==> src/rtl/spi_bus_pkg.sv <==
// rtl/spi_bus_pkg.sv - shared types for the SPI-side RAM bus transfer stage
package spi_bus_pkg;

    typedef enum logic [2:0] {
        IDLE,
        WAIT,
        SETUP,
        STROBE,
        HOLD,
        ACK
    } state_t;

    typedef logic [16:0] addr_t;
    typedef logic [7:0]  data_t;

endpackage

==> src/rtl/bus_slot_counter.sv <==
// rtl/bus_slot_counter.sv - free-running bus-cycle phase counter with slot-start lookahead
module bus_slot_counter #(
    parameter  int CYCLE_LEN = 16,
    parameter  int START     = 8,
    localparam int CW        = $clog2(CYCLE_LEN)
) (
    input  logic          clk,
    input  logic          rst_n,
    output logic [CW-1:0] slot_count,
    output logic          start_next
);

    always_ff @(posedge clk or negedge rst_n) begin
        if (!rst_n) begin
            slot_count <= '0;
        end else if (slot_count == CW'(CYCLE_LEN - 1)) begin
            slot_count <= '0;
        end else begin
            slot_count <= slot_count + 1'b1;
        end
    end

    // High in the cycle before the slot, so an FSM can enter it on this edge
    assign start_next = (slot_count == CW'(START - 1));

endmodule

==> src/rtl/spi_bus_xfer.sv <==
// rtl/spi_bus_xfer.sv - runs one latched SPI request through the SPI slot of the shared RAM bus
module spi_bus_xfer
    import spi_bus_pkg::*;
#(
    parameter  int CYCLE_LEN      = 16,
    parameter  int SPI_SLOT_START = 8,
    parameter  int STROBE_CYCLES  = 2,
    localparam int CW             = $clog2(CYCLE_LEN)
) (
    input  logic          clk_sys_i,
    input  logic          reset_ni,
    input  logic [16:0]   spi_addr_i,
    input  logic [7:0]    spi_data_i,
    input  logic          spi_rw_ni,
    input  logic          spi_pending_i,
    output logic          spi_done_o,
    output logic [7:0]    spi_data_o,
    output logic          spi_grant_o,
    output logic [16:0]   ram_addr_o,
    output logic [7:0]    ram_data_o,
    output logic          ram_data_oe_o,
    input  logic [7:0]    ram_data_i,
    output logic          ram_ce_no,
    output logic          ram_oe_no,
    output logic          ram_we_no,
    output logic [CW-1:0] slot_count_o
);

    if (SPI_SLOT_START < 1 || SPI_SLOT_START + STROBE_CYCLES + 1 > CYCLE_LEN - 1) begin : g_bad_params
        $fatal(1, "spi_bus_xfer: SPI slot does not fit inside the bus cycle");
    end

    state_t state, state_nxt;
    addr_t  req_addr;
    data_t  req_data;
    logic   req_rw_n;
    logic   aborted;
    logic   start_next;
    logic   strobe_last;
    logic   busy;

    bus_slot_counter #(
        .CYCLE_LEN (CYCLE_LEN),
        .START     (SPI_SLOT_START)
    ) u_slot (
        .clk        (clk_sys_i),
        .rst_n      (reset_ni),
        .slot_count (slot_count_o),
        .start_next (start_next)
    );

    // The counter is never held, so the slot position alone marks the last strobe cycle
    assign strobe_last = (slot_count_o == CW'(SPI_SLOT_START + STROBE_CYCLES));

    always_ff @(posedge clk_sys_i or negedge reset_ni) begin
        if (!reset_ni) begin
            state      <= IDLE;
            req_addr   <= '0;
            req_data   <= '0;
            req_rw_n   <= 1'b1;
            aborted    <= 1'b0;
            spi_data_o <= '0;
            ram_addr_o <= '0;
            ram_data_o <= '0;
        end else begin
            state <= state_nxt;
            if (state == IDLE && spi_pending_i) begin
                req_addr <= spi_addr_i;
                req_data <= spi_data_i;
                req_rw_n <= spi_rw_ni;
            end
            if (state == WAIT) begin
                aborted <= 1'b0;
            end else if (busy && !spi_pending_i) begin
                aborted <= 1'b1;
            end
            if (state_nxt == SETUP) begin
                ram_addr_o <= req_addr;
                if (!req_rw_n) begin
                    ram_data_o <= req_data;
                end
            end
            if (state == STROBE && strobe_last && req_rw_n) begin
                spi_data_o <= ram_data_i;
            end
        end
    end

    always_comb begin
        state_nxt     = state;
        busy          = 1'b0;
        spi_grant_o   = 1'b0;
        spi_done_o    = 1'b0;
        ram_ce_no     = 1'b1;
        ram_oe_no     = 1'b1;
        ram_we_no     = 1'b1;
        ram_data_oe_o = 1'b0;
        case (state)
            IDLE: begin
                if (spi_pending_i) state_nxt = WAIT;
            end
            WAIT: begin
                if (!spi_pending_i)  state_nxt = IDLE;
                else if (start_next) state_nxt = SETUP;
            end
            SETUP: begin
                busy      = 1'b1;
                state_nxt = STROBE;
            end
            STROBE: begin
                busy      = 1'b1;
                ram_oe_no = !req_rw_n;
                ram_we_no = req_rw_n;
                if (strobe_last) state_nxt = HOLD;
            end
            HOLD: begin
                busy      = 1'b1;
                // A request withdrawn anywhere in the access still completes but is never acknowledged
                state_nxt = (aborted || !spi_pending_i) ? IDLE : ACK;
            end
            ACK: begin
                spi_done_o = 1'b1;
                if (!spi_pending_i) state_nxt = IDLE;
            end
            default: state_nxt = IDLE;
        endcase
        if (busy) begin
            spi_grant_o   = 1'b1;
            ram_ce_no     = 1'b0;
            ram_data_oe_o = !req_rw_n;
        end
    end

endmodule

==> config.mk <==
export PLATFORM = sky130hd
export DESIGN_NAME = spi_bus_xfer
export DESIGN_NICKNAME = d
export VERILOG_FILES = /design/src/rtl/spi_bus_pkg.sv /design/src/rtl/bus_slot_counter.sv /design/src/rtl/spi_bus_xfer.sv
export SDC_FILE = /design/constraint.sdc
export NUM_CORES = 1
export LEC_CHECK = 0
export CAP_MARGIN = 20
export CORE_ASPECT_RATIO = 1.25
export CORE_MARGIN = 1.5
export CORE_UTILIZATION = 30
export DETAILED_ROUTE_END_ITERATION = 12
export SLEW_MARGIN = 20
export SYNTH_ARGS = -nofsm -noshare
export SYNTH_HDL_FRONTEND = slang
export SYNTH_SLANG_ARGS = --single-unit
==> constraint.sdc <==
create_clock -name clk_sys_i -period 1.8 [get_ports clk_sys_i]
set_clock_uncertainty 0.15 [all_clocks]
set_input_delay 0.54 -clock clk_sys_i [delete_from_list [all_inputs] [get_ports clk_sys_i]]
set_output_delay 0.54 -clock clk_sys_i [all_outputs]
set_load 0.01 [all_outputs]
Yosys cells after proc, flatten, opt, wreduce, memory -nomap -nowiden --
Cells that the tools add are included.
Storage, ports and cells: bits in registers 67, input bits 37
Operators by class: multiplexer cells 17, bitwise logic cells 1, eq/ne operators 9, add/subtract/negate cells 1, reduce and logical (&&, ||, !) cells 11
Operators with widths (count):
- $mux 3 | 6
- $pmux 3 s6 | 1
- $eq 3x2->1 const B | 3
- $mux 1 | 9
- $eq 4x4->1 const B | 2
- $eq 3x3->1 const B | 2
- $add 4x1->4 const B | 1
- $eq 4x3->1 const B | 1
- $logic_and 1x1->1 | 4
- $mux 4 | 1
- $eq 3x1->1 const B | 1
- $logic_not 3->1 | 1
- $reduce_or 3->1 | 1
- $logic_not 1->1 | 2
- $reduce_and 2->1 | 1
- $reduce_bool 2->1 | 1
- $logic_or 1x1->1 | 1
- $not 1->1 | 1

Depth between registers and ports, before layout --
word-level depth 6, gate-level depth with buffers 5

Cells and area by module --
From an unflattened synthesis, not the netlist that was laid out.
Unflattened totals: cell total of the unflattened synthesis 173, area, all modules 2676.3 um^2
Modules (own cells, without submodules):
- spi_bus_xfer | seq. area each 1577.8 um^2, instances 1, cells an instance 159, area each 2504.9 um^2
- bus_slot_counter | seq. area each 100.1 um^2, instances 1, cells an instance 14, area each 171.4 um^2

Worst setup path before layout --
Ideal clock, no wire load.
path kind flip-flop to output port, start register state[1], end output port ram_data_oe_o, data arrival time 1.329 ns, slack -0.219 ns, path buffers 1, cell stages (with the launch flop) 6, path through dfrtp_1 -> buf_2 -> nand2b_1 -> o21ai_0 -> inv_1 -> nor2_1
On the way: cells in the longest elaborated chain, start to end 4, elaborated cells on any way between the ends 6, classes of those cells 3 x eq/ne; 2 x mux; 1 x reduce/logical
Ends and longest elaborated chain:
- start: declaration | line spi_bus_xfer.sv:33 | state_t state, state_nxt;
- start signal: assignment | line spi_bus_xfer.sv:66 | state <= state_nxt;
- $eq 3x2->1 or $eq 3x3->1 (tied branches) | line spi_bus_xfer.sv:98 | case (state)
- $reduce_or 3->1 (no source line) *
- $mux 1 * | line spi_bus_xfer.sv:98
- $mux 1 * | line spi_bus_xfer.sv:127 | if (busy) begin
- end: declaration | line spi_bus_xfer.sv:21 | output logic ram_data_oe_o,
Every way passes the cells marked *; elsewhere a longest branch is shown, timed or not.

Final worst setup path --
start register state[1], end output port ram_we_no
On the way: cells in the longest elaborated chain, start to end 2
Ends and longest elaborated chain:
- $eq 3x2->1 | line spi_bus_xfer.sv:98
- $mux 1 | line spi_bus_xfer.sv:98
- end: declaration | line spi_bus_xfer.sv:25 | output logic ram_we_no,
No other way between the ends.

==> results.md <==
- Status: complete, but fails checks
- Failing checks: negative setup slack
- Yosys cell types: 29
- Die X: 88.3 um
- Drt wl/cell: 15.1 um
- Initial core utilization: 0.312
- Fmax: 503 MHz
- Final hold vios: 0
- Grt ovf: 0
- Setup Viol. Count Final: 64
- # fillers: 785
- Area of the multi-input gates: 1230 sq um
- Min-Delay Path Class: input port to async pin
- Worst EP required: 1.11 ns
- Seq/Total Area, Yosys: 0.615
- Nets@finish: 335
- Tot Pwr: 5.00 mW
- Vias in the first global route: 1978
- Routing usage on met1: 0.169
- Port Buffers: 79
- Die height: 110 um
- Met2 GRT Util: 0.212
- Area of the die: 9670 sq um
- Finished layout cell area: 4530 sq um
- TritonCTS clock tree: done
- Synth Cell Area: 2730 sq um
- Total CTS buffers: 9
- Layout Cells excl Fill: 421
- Clock Pin Slew Worst Setup and Hold Paths: 0.08 ns
- 1st-pass router iterations: 4
- LEAKAGE: 2.17 nW
- Layout Area Growth over Synthesis: 66.2%
- Crit start category: register
- CORE AREA: 8750 sq um
- Critical Path Sink Type: primary output
- Diode count: 0
- Final wirelength: 6.35 mm
- Post-DP HPWL: 3.65 mm
- DRT antenna net count: 0
- Number of cell rows: 38
- Worst setup margin: -0.190 ns
- Share of the synthesized area in the top cell type: 0.606
- CTS sink cnt: 67
- Slew Limit Fails: 0
- Setup CP Type: register to primary output
- Synth area leaders: dfrtp_1 (61%), mux2_2 (17%), mux2_4 (5.5%), mux2_1 (3.3%), o21ai_0 (1.3%)
- Initial antenna violation count: 0
- DR vias: 1855
- Critical path data arrival time: 1.30 ns
- Hold-fix buffers, CTS: 0
- CP max FO: 7
- Total track usage: 0.132
- H-tree levels: 3
- Iter 0 DRT Violations: 61
- Top post-synthesis cells by count: dfrtp_1 (66), mux2_2 (40), mux2_4 (10)
- DRC viols: 0
- # IOs: 80
- Register area: 1680 sq um
- Vias/cell: 4.41
- Routability cong.: 0.786
- Top FF cell, synth: dfrtp_1
- Async SR Flop Fraction: 1.00
- EDFF count, synth: 0
- Placed cells: 389
- Synth Area per Inst: 15.6 sq um
- Fin util: 0.518
- Share of layout cells above drive strength 1: 0.468
- Peak supply drop: 0.518 mV
- First-pass GRT wire length: 9.49 mm
- Flops & latches, synth: 67
- Worst skew pair latency: 0.34 ns
- Power per cell area: 1100 nW/um^2
- Syn nets: 214
- Synthesis warning total: 0
- Gr busiest metal: met2
- Least-Margin Pin Slew: 0.366 ns
- Slew margin rel.: 0.756
- Max-cap viol count: 0
- Synth area leader: dfrtp_1
- Worst Hold Slack: 0.0362 ns
- Clock buffer depth: 2
- Count leader, synth: dfrtp_1
- Cell count after synthesis: 175
- Grt met3 use: 0.0353
- Unrepaired setup endpoints after global routing: true
- DP Area: 3880 sq um
- Root Buffer: clkbuf_8
- Final min period: 1.99 ns
- Final period utilization: 1.11
- Largest net degree at the start of global routing: 68
==> worst max-delay path, stage by stage, from the launching register on <==
cell and delay (ns):
dfrtp_1 0.39, buf_4 0.17, nor2b_4 0.17, nand3_1 0.09, buf_2 0.15
==> worst paths after layout <==
kind | from | to | slack [ns] | depth (start not counted)
setup reg to reg | state[2] | ram_data_o[7] | -0.15 | 7
max in group asynchronous | reset_ni | req_rw_n | 1.14 | 2
setup / recovery | state[1] | ram_we_no | -0.19 | 4
hold reg to reg | spi_data_o[4] | spi_data_o[4] | 0.35 | 1
min in group clk_sys_i | spi_data_o[4] | spi_data_o[4] | 0.35 | 1
hold / removal | reset_ni | u_slot.slot_count[3] | 0.04 | 2
==> layer usage <==
metal  vias up  part of all wire
met3         8             0.058
met1       928              0.45
met5         -                 0
met4         0             0.011
li1        863                 -
met2        56              0.48
==> cell usage in the layout, fill, tap and decap left out, drive strengths merged, types with 3 or more instances in the layout <==
master,n
dfrtp,66
clkdlybuf4s50,34
o21ai,7
nand2,3
nor3,3
bufinv,3
dlygate4sd2,36
mux2,58
clkbuf,14
buf,44
nor2,5
inv,6
nand3,4
nand2b,3
==> cells by family after synthesis <==
family / Yosys count / synth area share
AO/OA/AOI/OAI: 11 / 0.0225
XOR/XNOR: 1 / 0.00321
adder cells (fa/ha/maj): 2 / 0.00918
buffers and inverters: 12 / 0.0266
flip-flops: 67 / 0.615
multiplexers: 58 / 0.253
AND/OR/NAND/NOR: 24 / 0.0698
==> layout make-up <==
cell class              count  area share
well taps                 120      0.0331
inverters                   6     0.00497
multi-input cells          96       0.273
clock inverters             4      0.0210
flip-flops and latches     67       0.371
repair buffers            116       0.260
clock buffers              12      0.0365
==> power breakdown <==
| group | internal [mW] | leakage (nW) | total [mW] | switching (mW) |
|---|---|---|---|---|
| Clock | 1.03 | 0.133 | 1.59 | 0.562 |
| Sequential | 1.89 | 0.834 | 2.11 | 0.225 |
| Combinational | 0.868 | 1.20 | 1.29 | 0.421 |
| Total | 3.79 | 2.17 | 5.00 | 1.21 |
==> sequential cells by signal, indices dropped and copies added, names as in the netlist <==
register,flops
ram_addr_o,17
req_addr,17
ram_data_o,8
req_data,8
spi_data_o,8
u_slot.slot_count,4
state,3
aborted,1
req_rw_n,1
==> per-stage QoR <==
step / worst slack [ns] / setup TNS [ns]
final: -0.190 / -5.58
after global placement: -0.480 / -22.92
after floorplan: -0.0644 / -1.44
after detailed placement: -0.477 / -23.16
after global routing: -0.267 / -9.33
after CTS: -0.228 / -7.09
==> repair_timing <==
action,CTS,global route
cloned,3,2
endpoints found under the setup margin,93,67
pin swaps,1,7
gates resized for setup,74,64
setup buffers,5,8
endpoints found under the hold margin,0,0
No activity file was read; power rests on OpenSTA's default activity.
